`src/rtl/rd_empty_ctrl.sv`:
```
// Read-side control for the dual-clock FIFO: read pointer, write-pointer synchronizer,
// and registered empty / almost_empty / level flags with the storage read address.
module rd_empty_ctrl #(
  parameter int DEPTH       = 8,
  parameter int SYNC_STAGES = 2,
  parameter int AE_THRESH   = 1
) (
  input  logic                         clock,
  input  logic                         resetn,
  input  logic                         rd_en,
  input  logic [$clog2(DEPTH)-1:0]     wr_ptr_gray,
  output logic [$clog2(DEPTH)-1:0]     rd_ptr_gray,
  output logic [$clog2(DEPTH)-2:0]     rd_addr,
  output logic                         rd_valid,
  output logic                         empty,
  output logic                         almost_empty,
  output logic [$clog2(DEPTH)-1:0]     rd_level,
  output logic                         underflow
);

  localparam int PW = $clog2(DEPTH);
  localparam int AW = PW - 1;
  localparam logic [PW:0] AE_LIM = (PW+1)'(AE_THRESH);

  function automatic logic [PW-1:0] gray2bin(input logic [PW-1:0] g);
    logic [PW-1:0] b;
    b[PW-1] = g[PW-1];
    for (int i = PW - 2; i >= 0; i--) b[i] = b[i+1] ^ g[i];
    return b;
  endfunction

  logic [PW-1:0] sync_q [SYNC_STAGES];
  logic [PW-1:0] rbin_q, rbin_d;
  logic [PW-1:0] rgray_q, rgray_d;
  logic          empty_q, empty_d;
  logic          ae_q, ae_d;
  logic [PW-1:0] level_q, level_d;
  logic          rvld_q;
  logic          uflow_q, uflow_d;
  logic          pop;
  logic [PW-1:0] wq_gray;
  logic [PW-1:0] wbin;

  // Plain flop chain: only Gray values cross, so no logic may sit between stages.
  always_ff @(posedge clock) begin
    if (!resetn) begin
      for (int i = 0; i < SYNC_STAGES; i++) sync_q[i] <= '0;
    end else begin
      sync_q[0] <= wr_ptr_gray;
      for (int i = 1; i < SYNC_STAGES; i++) sync_q[i] <= sync_q[i-1];
    end
  end

  assign wq_gray = sync_q[SYNC_STAGES-1];
  assign wbin    = gray2bin(wq_gray);

  // Flags come from next-state pointers so empty rises right after the final pop.
  always_comb begin
    pop     = rd_en & ~empty_q;
    rbin_d  = rbin_q + PW'(pop);
    rgray_d = rbin_d ^ (rbin_d >> 1);
    level_d = wbin - rbin_d;
    empty_d = (rgray_d == wq_gray);
    ae_d    = ({1'b0, level_d} <= AE_LIM);
    uflow_d = uflow_q | (rd_en & empty_q);
  end

  always_ff @(posedge clock) begin
    if (!resetn) begin
      rbin_q  <= '0;
      rgray_q <= '0;
      empty_q <= 1'b1;
      ae_q    <= 1'b1;
      level_q <= '0;
      rvld_q  <= 1'b0;
      uflow_q <= 1'b0;
    end else begin
      rbin_q  <= rbin_d;
      rgray_q <= rgray_d;
      empty_q <= empty_d;
      ae_q    <= ae_d;
      level_q <= level_d;
      rvld_q  <= pop;
      uflow_q <= uflow_d;
    end
  end

  // Storage read is synchronous: address during the pop cycle, data one cycle later.
  assign rd_addr      = rbin_q[AW-1:0];
  assign rd_ptr_gray  = rgray_q;
  assign rd_valid     = rvld_q;
  assign empty        = empty_q;
  assign almost_empty = ae_q;
  assign rd_level     = level_q;
  assign underflow    = uflow_q;

endmodule

```
`config.mk`:
```
export PLATFORM = sky130hd
export DESIGN_NAME = rd_empty_ctrl
export DESIGN_NICKNAME = d
export VERILOG_FILES = /design/src/rtl/rd_empty_ctrl.sv
export SDC_FILE = /design/constraint.sdc
export NUM_CORES = 1
export LEC_CHECK = 0
export CORE_UTILIZATION = 41
export DETAILED_ROUTE_END_ITERATION = 7
export PLACE_DENSITY = 0.75
export SYNTH_ARGS = -nofsm -noshare
export SYNTH_HDL_FRONTEND = slang
export SYNTH_SLANG_ARGS = --single-unit
```
`constraint.sdc`:
```
create_clock -name clock -period 6.6 [get_ports clock]
set_input_delay 1.98 -clock clock [delete_from_list [all_inputs] [get_ports clock]]
set_output_delay 1.98 -clock clock [all_outputs]
set_load 0.005 [all_outputs]
```
==> results of run 1 <==
[power by group]
| group | total [uW] | internal, uW | switching [uW] |
|---|---|---|---|
| registers | 122 | 119 | 3.64 |
| logic | 42.5 | 27.6 | 14.9 |
| clock network | 66.4 | 33.6 | 32.9 |
| total | 231 | 180 | 51.5 |
[logic make-up after synthesis]
group           after synthesis
compound gates                2
xor+xnor                      8
fa+ha+maj                     4
buf+inv                       3
flops                        18
mux                           1
simple gates                 19
[final timing paths]
check	start	endpoint	slack [ps]	depth (start not counted)
worst max register to register	empty$_SDFF_PN1_	almost_empty$_SDFF_PN1_	4620	8
worst max-delay path	rd_en	almost_empty$_SDFF_PN1_	2800	9
worst min register to register	sync_q[0][2]$_SDFF_PN0_	sync_q[0][5]$_SDFF_PN0_	440	1
worst min-delay path	sync_q[0][2]$_SDFF_PN0_	sync_q[0][5]$_SDFF_PN0_	440	1
[final cells by class]
cell class	count	area (um^2)	area share [%]
tap	16	20.0	2.25
inverter	2	7.51	0.844
timing repair buffer	17	170	19.1
sequential	18	360	40.5
multi-input combinational	34	295	33.2
clock buffer	4	36.3	4.08
[critical path: cells and delay by family]
family / cells / cell delay [ps]
and+or+nand+nor: 3 / 370
muxes: 1 / 160
adders and majority gates: 3 / 980
buffers and inverters: 2 / 500
[layer usage]
layer	vias to the layer above	global-route usage, %
li1	211	-
met1	188	14.7
met2	17	20.0
met3	2	3.88
met4	0	7.50
met5	-	0
[through the flow]
step           power, uW  setup slack, ps  instance area [um^2]  std cells  hold WS [ps]
2_1_floorplan        145             3040                   667         55           412
3_3_place_gp         167             2510                   853         87           414
3_5_place_dp         168             2480                   853         87           423
4_1_cts              235             2790                   890         91           448
5_1_grt              246             2670                   890         91           469
6_report             231             2800                   890         91           443
[flip-flops by register name (all words and copies together), names as in the netlist]
| register | flops |
|---|---|
| almost_empty | 1 |
| rd_ptr_gray | 2 |
| rd_level | 3 |
| underflow | 1 |
| rd_valid | 1 |
| sync_q | 6 |
| empty | 1 |
| rbin_q | 3 |
[cell usage in the layout (no fill, tap or decap)]
| master | netlist | final |
|---|---|---|
| fa_1 | 1 | 1 |
| clkdlybuf4s50_1 | 0 | 17 |
| dfxtp_1 | 18 | 18 |
| and2_2 | 1 | 1 |
| nand2b_1 | 1 | 1 |
| mux2i_1 | 1 | 1 |
| xor3_1 | 1 | 1 |
| xnor2_1 | 5 | 5 |
| clkbuf_8 | 0 | 1 |
| nand2_1 | 1 | 1 |
| clkbuf_4 | 0 | 3 |
| inv_1 | 2 | 2 |
| and2b_1 | 1 | 1 |
| and2_1 | 10 | 10 |
| a21oi_1 | 1 | 1 |
| nor2_1 | 1 | 1 |
| nor2b_1 | 4 | 4 |
| xnor3_1 | 1 | 1 |
| xor2_1 | 1 | 1 |
| o31ai_1 | 1 | 1 |
| ha_1 | 3 | 3 |
==> flow_summary.ini, run 1 <==
[status]
outcome = completed

[job]
maxCapViolCount = 0

[synth]
yosysSeqAreaShare_pct = 54.0
yosys_warnings = 0
synth_xor_area_share_pct = 14.8
synth-adder-area-share_pct = 8.63
synth_top_area_cell = dfxtp_1
async_flop_share_pct = 0
synthSimpleGateAreaFrac_pct = 17.4
ys_seq_elements = 18
synth.net_count = 65
netlist_top_cells_area = dfxtp_1 (54%), and2_1 (9.4%), xnor2_1 (6.6%)
synth-edff-count = 0
syn_area_per_cell_um2 = 12.1
syn_area_um2 = 667
synth_cell_types = 19
yosys-mux-area-fraction_pct = 1.50
synth_top_family_by_area = simple AND/OR/NAND/NOR gates
netlist_top_cells_count = dfxtp_1 (18), and2_1 (10), xnor2_1 (5)
syn_inst = 55
synth-compound-area-share_pct = 1.88
yosysTopAreaCellShare_pct = 54.0
ys.flop_type = dfxtp_1
synth_most_common_cell = dfxtp_1

[sta]
fin_crit_sh_pct = 57.6
setup_tns_ps = 0
hold_viol_final = 0
period_minus_slack_ps = 3800
rsz0062_at_grt = no
drv_slew = 0
finalSetupViolations = 0
max-slew-margin-rel_pct = 69.0
skew_ps = 6.60
fmax_mhz = 263
tightestPinTransition_ps = 464

[cts]
post_cts_resized = 0
cts.clk_slew.worst_paths_ps = 100
htree_num_levels = 1
postCtsHoldBufs = 0
clockBufferDepth = 2
cts_setup_buffers = 0
cts-root-buf = clkbuf_4
numCtsBuffers = 3
clk_latency_ps = 290
tritoncts = built
cts.sinks = 18

[power_and_ir_drop]
p_per_area_nw_per_um2 = 260
ir_worst_vdd_v = 0.000127
p_leak_uw = 0.000372

[routing]
drt_first_iter_violations = 5
wl_per_cell_um = 9.91
ant_nets = 0
vias = 418
wl_met1_um = 421
first_pass_iters = 3
met3_length_um = 46
top_layer = met4
vias_per_cell = 4.59
wl_met2_um = 422
drc = 0
wl_um = 902

[die]
io_pins = 18
start_util_pct = 44.3
die_w_um = 42.3
placementRows = 14
coreArea_um2 = 1510
die-area_um2 = 1790
die_y_um = 42.3

[critical_path]
crit_chain = clkdlybuf4s50_1, nor2b_1, ha_1, ha_1, inv_1, fa_1, nand2b_1, mux2i_1, nor2_1
critPathRequiredTime_ps = 6780
crit_top_cell = ha_1
crit_fanout = 5
critical_path_class = in2reg
critPathSlowestCell = fa_1
end_kind = register
start_kind = input port
max_stage_delay_ps = 430
worstPathArrival_ps = 3990

[cells_and_area]
post-route-util_pct = 59.1
drive_above_1_share_pct = 6.67
diodes = 0
final.fill_count = 124
area_growth_pct = 33.4
nets = 86

[place]
place_congestion = 0.721
port_buffers = 17

[global_route]
antenna_found_initial = 0
grt.total_usage_pct = 12.5
grt_remaining_overflow = 0
grt_max_degree = 19
grt_pass1_vias = 404
grt_pass1_wl_mm = 1.64

[hold_path]
min-delay-path-class = reg2reg
(Power assumes the default switching activity.)
==> inputs of run 2 (changes only) <==
clock period = 3.8 ns   (was 6.6 ns; I/O delays follow)
==> run 2 against run 1 <==
Compared with the run above:
- total power up 62%
- via count did not move
- worst hold slack lost 2.0 ps
- largest cell class unchanged
- largest power group unchanged
- highest routed layer unchanged
==> flow_summary.ini, run 2 (same netlist as run 1, synthesis figures left out) <==
[cts]
tritoncts = built
cts-root-buf = clkbuf_4
numCtsBuffers = 3
cts.sinks = 18
cts_setup_buffers = 0
cts.clk_slew.worst_paths_ps = 90
clk_latency_ps = 280
post_cts_resized = 0
htree_num_levels = 1
clockBufferDepth = 2
postCtsHoldBufs = 0

[routing]
ant_nets = 0
vias_per_cell = 4.64
vias = 418
drc = 0
wl_per_cell_um = 9.92
wl_um = 893
first_pass_iters = 3
drt_first_iter_violations = 1

[cells_and_area]
top_register = sync_q
fin_area_um2 = 876
area_growth_pct = 31.3
drive_above_1_share_pct = 5.41
final_common_cell = dfxtp_1
final_cell_mix = dfxtp_1 (18), clkdlybuf4s50_1 (17), and2_1 (10), xnor2_1 (5), nor2b_1 (4)
multi_input_area_um2 = 295
diodes = 0
final.fill_count = 144
nets = 86
largest_reg_flops = 6
regArea_um2 = 360

[sta]
fmax_mhz = 335
drv_slew = 0
finalSetupViolations = 0
hold_viol_final = 0
skew_ps = 1.14
setup_tns_ps = 0
period_minus_slack_ps = 2990
rsz0062_at_grt = no
tightestPinTransition_ps = 464
max-slew-margin-rel_pct = 69.0
fin_crit_sh_pct = 78.6

[power_and_ir_drop]
internal-power_uw = 291
p_per_area_nw_per_um2 = 427
power_frac_clock_pct = 23.6
p_sw_share_pct = 22.3
sequentialPowerShare_pct = 56.7
power_switching_uw = 83.5
ir_worst_vdd_v = 0.000227
p_comb_share_pct = 19.7
p_leak_uw = 0.000365

[job]
maxCapViolCount = 0

[die]
die_w_um = 42.3
die_y_um = 42.3
start_util_pct = 44.3
coreArea_um2 = 1510
placementRows = 14
io_pins = 18
die-area_um2 = 1790

[status]
outcome = completed

[critical_path]
r2r_cells = 8
r2r-start = empty$_SDFF_PN1_
end_kind = register
critical_path_class = in2reg
reg2reg_to = almost_empty$_SDFF_PN1_
start_kind = input port
rrSetupSlack_ps = 1810
crit_fanout = 5
critPathRequiredTime_ps = 3980
worstPathArrival_ps = 3160

[place]
port_buffers = 17
hpwl_um = 695
placed_area_um2 = 853
place_congestion = 0.747

[global_route]
grt_pass1_wl_mm = 1.70
antenna_found_initial = 0
grt.total_usage_pct = 13.0
grt_remaining_overflow = 0
grt_max_degree = 19
grt_pass1_vias = 441

[hold_path]
hold_depth = 1
min_to = sync_q[0][5]$_SDFF_PN0_
min-delay-path-class = reg2reg
min_from = sync_q[0][2]$_SDFF_PN0_
[run 2: cell types whose count changed in the layout (fill, tap and decap cells not counted)]
cell	before	now
clkbuf_8	1	0
[run 2: per-stage QoR]
step | cells | util, % | setup WS (ps) | hold WS, ps | power [uW]
after global placement | 87 | 56.6 | 520 | 415 | 290
after global routing | 90 | 58.1 | 636 | 466 | 397
after CTS | 90 | 58.1 | 795 | 447 | 381
final | 90 | 58.1 | 813 | 441 | 374
after floorplan | 55 | - | 1080 | 412 | 252
after detailed placement | 87 | 56.6 | 500 | 424 | 292
[run 2: routing by layer]
metal | GRT usage, % | wire length [um]
met5 | 0 | 0
met3 | 2.59 | 55
met4 | 9.38 | 13
met1 | 13.0 | 365
met2 | 23.4 | 458
[run 2: worst max path at each step]
stage                         endpoint  start  slack, ps  cells past startpoint
6_report       almost_empty$_SDFF_PN1_  rd_en        810                      9
5_1_grt        almost_empty$_SDFF_PN1_  rd_en        640                      9
4_1_cts        almost_empty$_SDFF_PN1_  rd_en        790                      9
3_5_place_dp   almost_empty$_SDFF_PN1_  rd_en        500                      9
3_3_place_gp   almost_empty$_SDFF_PN1_  rd_en        520                      9
2_1_floorplan  almost_empty$_SDFF_PN1_  rd_en       1080                      8
[run 2: worst max-delay path, cell delays in order]
cell and delay, ps:
clkdlybuf4s50_1 410, nor2b_1 140, ha_1 180, ha_1 380, inv_1 90, fa_1 430
nand2b_1 150, mux2i_1 180, nor2_1 70
[run 2: power by group through the flow]
| stage | Combinational (uW) | Clock (uW) | Sequential, uW |
|---|---|---|---|
| 3_5_place_dp | 75.0 | 0 | 217 |
| 4_1_cts | 75.4 | 92.6 | 213 |
| 6_report | 73.8 | 88.2 | 212 |
| 2_1_floorplan | 33.2 | 0 | 219 |
| 5_1_grt | 81.5 | 101 | 215 |
| 3_3_place_gp | 73.5 | 0 | 216 |
[run 2: area by class of cell]
type,instances,area share (%)
Sequential cell,18,41.1
Multi-Input combinational cell,34,33.7
Tap cell,16,2.29
Inverter,2,0.857
Timing Repair Buffer,17,19.4
Clock buffer,3,2.57
